$ cat src/rtl/pal_pkg.sv
// rtl/pal_pkg.sv - shared limits and width helper for the serial palindrome detector
package pal_pkg;

    localparam int WIN_MIN = 2;
    localparam int WIN_MAX = 32;

    // Width of the fill counter, which runs 0..win-1.
    function automatic int fill_width(input int win);
        return $clog2(win);
    endfunction

    typedef enum logic {
        FILLING = 1'b0,
        ARMED   = 1'b1
    } det_state_t;

endpackage

$ cat src/rtl/pal_check.sv
// rtl/pal_check.sv - combinational palindrome test of a WIN-bit window
module pal_check #(
    parameter int WIN = 3
) (
    input  logic [WIN-1:0] w,
    output logic           pal
);

    logic [WIN-1:0] eq;

    // Every bit is compared with its mirror; the odd-length centre compares with itself.
    for (genvar i = 0; i < WIN; i++) begin : g_mirror
        assign eq[i] = ~(w[i] ^ w[WIN-1-i]);
    end

    assign pal = &eq;

endmodule

$ cat src/rtl/serial_palindrome_detector.sv
// rtl/serial_palindrome_detector.sv - Mealy detector of palindromic WIN-bit windows in a bit stream
module serial_palindrome_detector
    import pal_pkg::*;
#(
    parameter int WIN   = 3,
    parameter int CNT_W = 8
) (
    input  logic             clk,
    input  logic             rst_n,
    input  logic             din_valid,
    input  logic             din,
    input  logic             overlap,
    input  logic             clear,
    output logic             match,
    output logic             match_q,
    output logic [CNT_W-1:0] match_cnt,
    output logic             armed
);

    localparam int FW = fill_width(WIN);
    localparam logic [FW-1:0] FILL_MAX = FW'(WIN - 1);
    localparam logic [FW-1:0] FILL_PRE = FW'(WIN - 2);

    if (WIN < WIN_MIN || WIN > WIN_MAX) begin : g_bad_win
        $error("serial_palindrome_detector: WIN out of range");
    end

    logic [WIN-2:0] hist;
    logic [FW-1:0]  fill;
    det_state_t     state;
    logic [WIN-1:0] w;
    logic           pal;

    assign w     = {hist, din};
    assign armed = (state == ARMED);
    assign match = din_valid & armed & pal & ~clear;

    pal_check #(.WIN(WIN)) u_pal_check (
        .w   (w),
        .pal (pal)
    );

    always_ff @(posedge clk or negedge rst_n) begin
        if (!rst_n) begin
            hist      <= '0;
            fill      <= '0;
            state     <= FILLING;
            match_q   <= 1'b0;
            match_cnt <= '0;
        end else begin
            match_q <= match;
            if (clear) begin
                fill      <= '0;
                state     <= FILLING;
                match_cnt <= '0;
                match_q   <= 1'b0;
            end else if (din_valid) begin
                hist <= w[WIN-2:0];
                // Non-overlapping mode: the old history is stale and must be refilled.
                if (match && !overlap) begin
                    fill  <= '0;
                    state <= FILLING;
                end else if (fill != FILL_MAX) begin
                    fill  <= fill + 1'b1;
                    state <= (fill == FILL_PRE) ? ARMED : FILLING;
                end
                if (match && match_cnt != {CNT_W{1'b1}}) begin
                    match_cnt <= match_cnt + 1'b1;
                end
            end
        end
    end

endmodule

$ cat config.mk
export PLATFORM = sky130hd
export DESIGN_NAME = serial_palindrome_detector
export DESIGN_NICKNAME = d
export VERILOG_FILES = /design/src/rtl/pal_pkg.sv /design/src/rtl/pal_check.sv /design/src/rtl/serial_palindrome_detector.sv
export SDC_FILE = /design/constraint.sdc
export NUM_CORES = 1
export LEC_CHECK = 0
export ABC_AREA = 1
export CORE_UTILIZATION = 35
export CTS_BUF_LIST = sky130_fd_sc_hd__clkbuf_8
export CTS_CLUSTER_DIAMETER = 50
export CTS_CLUSTER_SIZE = 14
export DETAILED_ROUTE_END_ITERATION = 12
export GPL_ROUTABILITY_DRIVEN = 0
export GPL_TIMING_DRIVEN = 0
export PLACE_DENSITY_LB_ADDON = 0.12
export REMOVE_ABC_BUFFERS = 1
export SETUP_SLACK_MARGIN = 0.5
export SYNTH_ARGS = -nofsm -noshare
export SYNTH_HDL_FRONTEND = slang
export SYNTH_HIERARCHICAL = 1
export SYNTH_SLANG_ARGS = --single-unit
$ cat constraint.sdc
create_clock -name clk -period 1.4 [get_ports clk]
set_input_delay 0.14 -clock clk [delete_from_list [all_inputs] [get_ports clk]]
set_output_delay 0.14 -clock clk [all_outputs]
set_load 0.01 [all_outputs]
### Word level (Yosys, flattened, before mapping)

Cells that the tools add are included.

| operators by class | value |
|---|---|
| $add $sub $neg | 2 |
| eq/ne operators | 3 |
| mux-type cells | 13 |
| bitwise logic cells | 6 |
| reductions and logical operators | 9 |

Operator list:

| operator | count |
|---|---|
| two-way mux 8 bit | 3 |
| adder 8 x 1 -> 8 bit (second input constant) | 1 |
| two-way mux 2 bit | 4 |
| != test 8 bit (second input constant) | 1 |
| two-way mux 1 bit | 6 |
| AND reduction 2 bit | 3 |
| nonzero test 2 bit | 2 |
| bitwise AND 1 bit | 3 |
| nonzero test 3 bit | 1 |
| adder 2 x 1 -> 2 bit (second input constant) | 1 |
| == test 2 x 1 -> 1 bit (second input constant) | 1 |
| logical AND 1 bit | 2 |
| != test 2 bit (second input constant) | 1 |
| NOT 1 bit | 2 |
| logical NOT 1 bit | 1 |
| bitwise XOR 1 bit | 1 |

| word-level totals | value |
|---|---|
| flip-flop bits (word level) | 14 |
| input port bits | 6 |
| word-level logic and storage cells | 38 |

### Longest topological paths before layout

Gate-level depths: netlist of run 1.

| logic depth | value |
|---|---|
| word-level depth | 8 |
| mapped depth | 10 |

### Cells and area by module

The synthesis of run 1 kept the hierarchy.

Modules (own cells, without submodules):

| module | instances | cells each | area an instance (um^2) | seq. area each (um^2) |
|---|---|---|---|---|
| serial_palindrome_detector | 1 | 108 | 814.5 | 350.3 |
| pal_check | 1 | 5 | 18.8 | 0.0 |

### Worst setup path after synthesis of run 1

No wires, ideal clock.

| timing | value |
|---|---|
| path kind | reg2reg |
| start | register match_cnt[0] |
| end | register match_cnt[7] |
| library setup time | 0.118 ns |
| arrival time | 1.234 ns |
| data required time | 1.282 ns |
| path slack | 0.048 ns |
| stages on the path, launching flop included | 8 |
| buffers on the path | 0 |
| period minus slack after synthesis | 1.352 ns |
| cell sequence | dfrtp_1 ha_1 nand2_1 nor2_4 a21oi_4 nor2_4 nand2_1 nand2_1 |

| on the way | value |
|---|---|
| word-level cells in the longest chain between the ends | 4 |

Ends and longest elaborated chain:

| element | line | source |
|---|---|---|
| start, declared | serial_palindrome_detector.sv:16 | `output logic [CNT_W-1:0] match_cnt,` |
| start signal, assigned | serial_palindrome_detector.sv:68 | `match_cnt <= match_cnt + 1'b1;` |
| adder 8 x 1 -> 8 bit / != test 8 bit (equally long branches) | serial_palindrome_detector.sv:68, serial_palindrome_detector.sv:67 |  |
| two-way mux 8 bit / logical AND 1 bit (equally long branches) | serial_palindrome_detector.sv:67 | `if (match && match_cnt != {CNT_W{1'b1}}) begin` |
| two-way mux 8 bit / nonzero test 2 bit (equally long branches) | -- |  |
| two-way mux 8 bit / AND reduction 2 bit (equally long branches) | -- |  |

Several ways; a longest one is shown, not always the timed one. The select of a mux whose other input is x is not followed.
A chain may end at the register's enable or synchronous reset.

### Worst setup path in the final report of run 1

| timing | value |
|---|---|
| start | register hist[1] |
| end | output match |

| on the way | value |
|---|---|
| word-level cells in the longest chain between the ends | 4 |

Ends and longest elaborated chain:

| element | line | source |
|---|---|---|
| start, declared | serial_palindrome_detector.sv:28 | `logic [WIN-2:0] hist;` |
| start signal, assigned | serial_palindrome_detector.sv:58 | `hist <= w[WIN-2:0];` |
| bitwise XOR 1 bit | pal_check.sv:13 | `assign eq[i] = ~(w[i] ^ w[WIN-1-i]);` |
| NOT 1 bit | pal_check.sv:13 |  |
| net pal | serial_palindrome_detector.sv:32 | `logic pal;` |
| bitwise AND 1 bit (2 in a row) | serial_palindrome_detector.sv:36 | `assign match = din_valid & armed & pal & ~clear;` |
| end, declared | serial_palindrome_detector.sv:14 | `output logic match,` |

The timed path passes the listed nets, and every way through them passes these cells.

==> results of run 1 <==
[cell usage after synthesis]
| cell | n | area, um^2 |
|---|---|---|
| nand2_2 | 2 | 12.5 |
| o21ai_0 | 2 | 10.0 |
| or2_2 | 1 | 6.26 |
| nor2_2 | 1 | 6.26 |
| inv_1 | 15 | 56.3 |
| nor2_1 | 7 | 26.3 |
| xor2_1 | 2 | 17.5 |
| dfrtp_1 | 14 | 350 |
| o21bai_1 | 1 | 7.51 |
| ha_1 | 3 | 37.5 |
| nand4_1 | 2 | 12.5 |
| nand3_1 | 12 | 60.1 |
| nand2_1 | 44 | 165 |
| nand3b_1 | 1 | 7.51 |
| a21oi_4 | 1 | 16.3 |
| inv_2 | 2 | 7.51 |
| nor2_4 | 3 | 33.8 |
[where the power goes]
part / internal [uW] / total [uW] / leakage (uW) / switching (uW)
Clock: 249 / 405 / 0.0000288 / 155
Sequential: 424 / 439 / 0.000189 / 14.5
Combinational: 64.0 / 140 / 0.000474 / 76.0
[metrics by stage]
stage	total power, uW	util
3_3_place_gp	557	0.461
5_1_grt	1030	0.572
3_5_place_dp	560	0.461
2_1_floorplan	509	-
4_1_cts	983	0.545
6_report	983	0.572
[cell families (layout without fill, tap and decap cells)]
group	count (synthesis)	in the layout
compound gates	4	4
xor+xnor	2	2
fa+ha+maj	3	3
buf+inv	17	57
flops	14	14
simple gates	73	73
[how the worst max path moves through the flow]
stage	end	depth (start not counted)
6_report	match	7
5_1_grt	match_cnt[3]$_DFFE_PN0P_	10
4_1_cts	match_cnt[4]$_DFFE_PN0P_	10
3_5_place_dp	match	5
3_3_place_gp	match	5
2_1_floorplan	match_cnt[7]$_DFFE_PN0P_	7
[registers in the layout, summed over array words and instances (netlist names)]
signal / flops
hist: 2
fill: 2
match_q: 1
match_cnt: 8
armed: 1
[timing repair]
| action | in CTS | in global routing |
|---|---|---|
| gates resized for setup | 62 | 4 |
| pin swaps | 4 | 8 |
| buffers inserted | 16 | 4 |
| setup endpoints to repair | 25 | 24 |
| hold endpoints to repair | 0 | 14 |
[metal layers]
metal  vias to the layer above  share of wire  GRT usage
met1                       365           0.45      0.241
li1                        431              -          -
met2                        13           0.50      0.296
met5                         -              0          0
met4                         0          0.014     0.0833
met3                         5          0.042     0.0545
[critical path, stage by stage, from the launching register on]
cell and delay [ns]:
dfrtp_1 0.40, inv_1 0.06, nand2_1 0.04, nand2_1 0.07, nand2_2 0.06, buf_4 0.14
nor2_4 0.10, buf_6 0.11
[layout make-up]
type,count,area share
well taps,28,0.0274
clock buffers,4,0.0431
repair buffers,36,0.262
inverters,17,0.0500
multi-input cells,82,0.342
flip-flops and latches,14,0.275
==> reports/metrics.csv, run 1 <==
metric;value;unit
violated checks;hold timing;
DP Cell Count;157;
placed inst area;1030;um^2
VDD IR-drop max;0.583;mV
global route total overflow;0;
mux contribution to synthesized area;0;
# diodes;0;
first-pass GRT wire length;3.53;mm
Final HPWL DP;1.23;mm
Vias/cell;4.50;
Port Buffers;16;
total core area;2230;um^2
Max Cap Viol;0;
max-slew violations;0;
Final Hold Vio Count;14;
largest net degree at the start of global routing;15;
CTS tree;built;
worst hold-check path type;in2async;
initial core utilization;0.373;
share of layout cells above drive strength 1;0.333;
largest family of logic cells by synthesized area;simple AND/OR/NAND/NOR gates;
RSZ-0062 raised after global routing;true;
Leak;0.000691;uW
final WL;2.02;mm
Nets;163;
H-tree depth;1;
Adder-Cell Fraction of Synth Area;0.0450;
synthesis-to-finish area growth;53.3;%
R2R Setup Slk;0.06;ns
pre-CTS WS;-0.547;ns
Setup TNS;0;ns
final worst slack;0.0360;ns
Avg Cell Area, Syn;7.37;um^2
antenna violations before repair;0;
Clock Pin Slew Worst Setup and Hold Paths;0.06;ns
routed vias;814;
row cnt;17;
most common cell after layout, fill and taps aside;nand2_1;
FMAX;733;MHz
Reg area;352;um^2
die width;50.8;um
Synth Area in XOR/XNOR;0.0210;
FF+latch count, synth;14;
final cell area excluding filler cells;1280;um^2
antenna violation net count after detailed routing;0;
clock buffer depth;2;
Mapped Cells;113;
hold_ws;-0.0935;ns
fillers;216;
wire per inst;11.2;um
Final Non-Filler Cells;181;
WP data arrival;1.22;ns
hold_buf cts;0;
pin slew with the least headroom to its limit;0.670;ns
clk_lat worst skew;0.25;ns
area share of and/or/nand/nor cells after synthesis;0.396;
Worst R2R Start;match_cnt[0]$_DFFE_PN0P_;
Layout Skew;0.00501;ns
Synthesis Warnings;6;
clk root buf;clkbuf_8;
Num CTS Buffers;3;
GR Util All Layers;0.190;
crit path launch;hist[1]$_DFFE_PN0P_;
Compound-Gate Fraction of Synth Area;0.0405;
final setup vio count;0;
drt drc;0;
most frequent cells in the layout;nand2_1, inv_1, dfrtp_1, buf_6, buf_4;
register area share after synthesis;0.420;
Unique masters post-synth;17;
TritonCTS Sinks;14;
synthesized cell area;833;um^2
CP Capture Type;output pin;
CP required;1.26;ns
initial DRC count;14;
Critical Path Start Type;flip-flop;
Cell Pwr Density;770;nW/um^2
outcome;finished, violations left;
Multi-input gate area;437;um^2
Die ar.;2580;um^2
Rel. slew slack;0.553;
vias in the first global route;777;
CP max FO;3;
Ports;17;
Reg-to-Reg End;match_cnt[3]$_DFFE_PN0P_;
Die Ht;50.8;um
min Tclk post-route;1.36;ns
CP Class;reg2out;
Final Cycle Share;0.974;
R2R depth;7;
first drt pass iteration count;4;
Power figures use the tool's default switching activity.
==> run 2, diff against run 1 <==
ABC_CLOCK_PERIOD_IN_PS = 1400   (was unset)
==> results of run 2 <==
No change in the layout: final DEF, timing and power equal those of run 1.
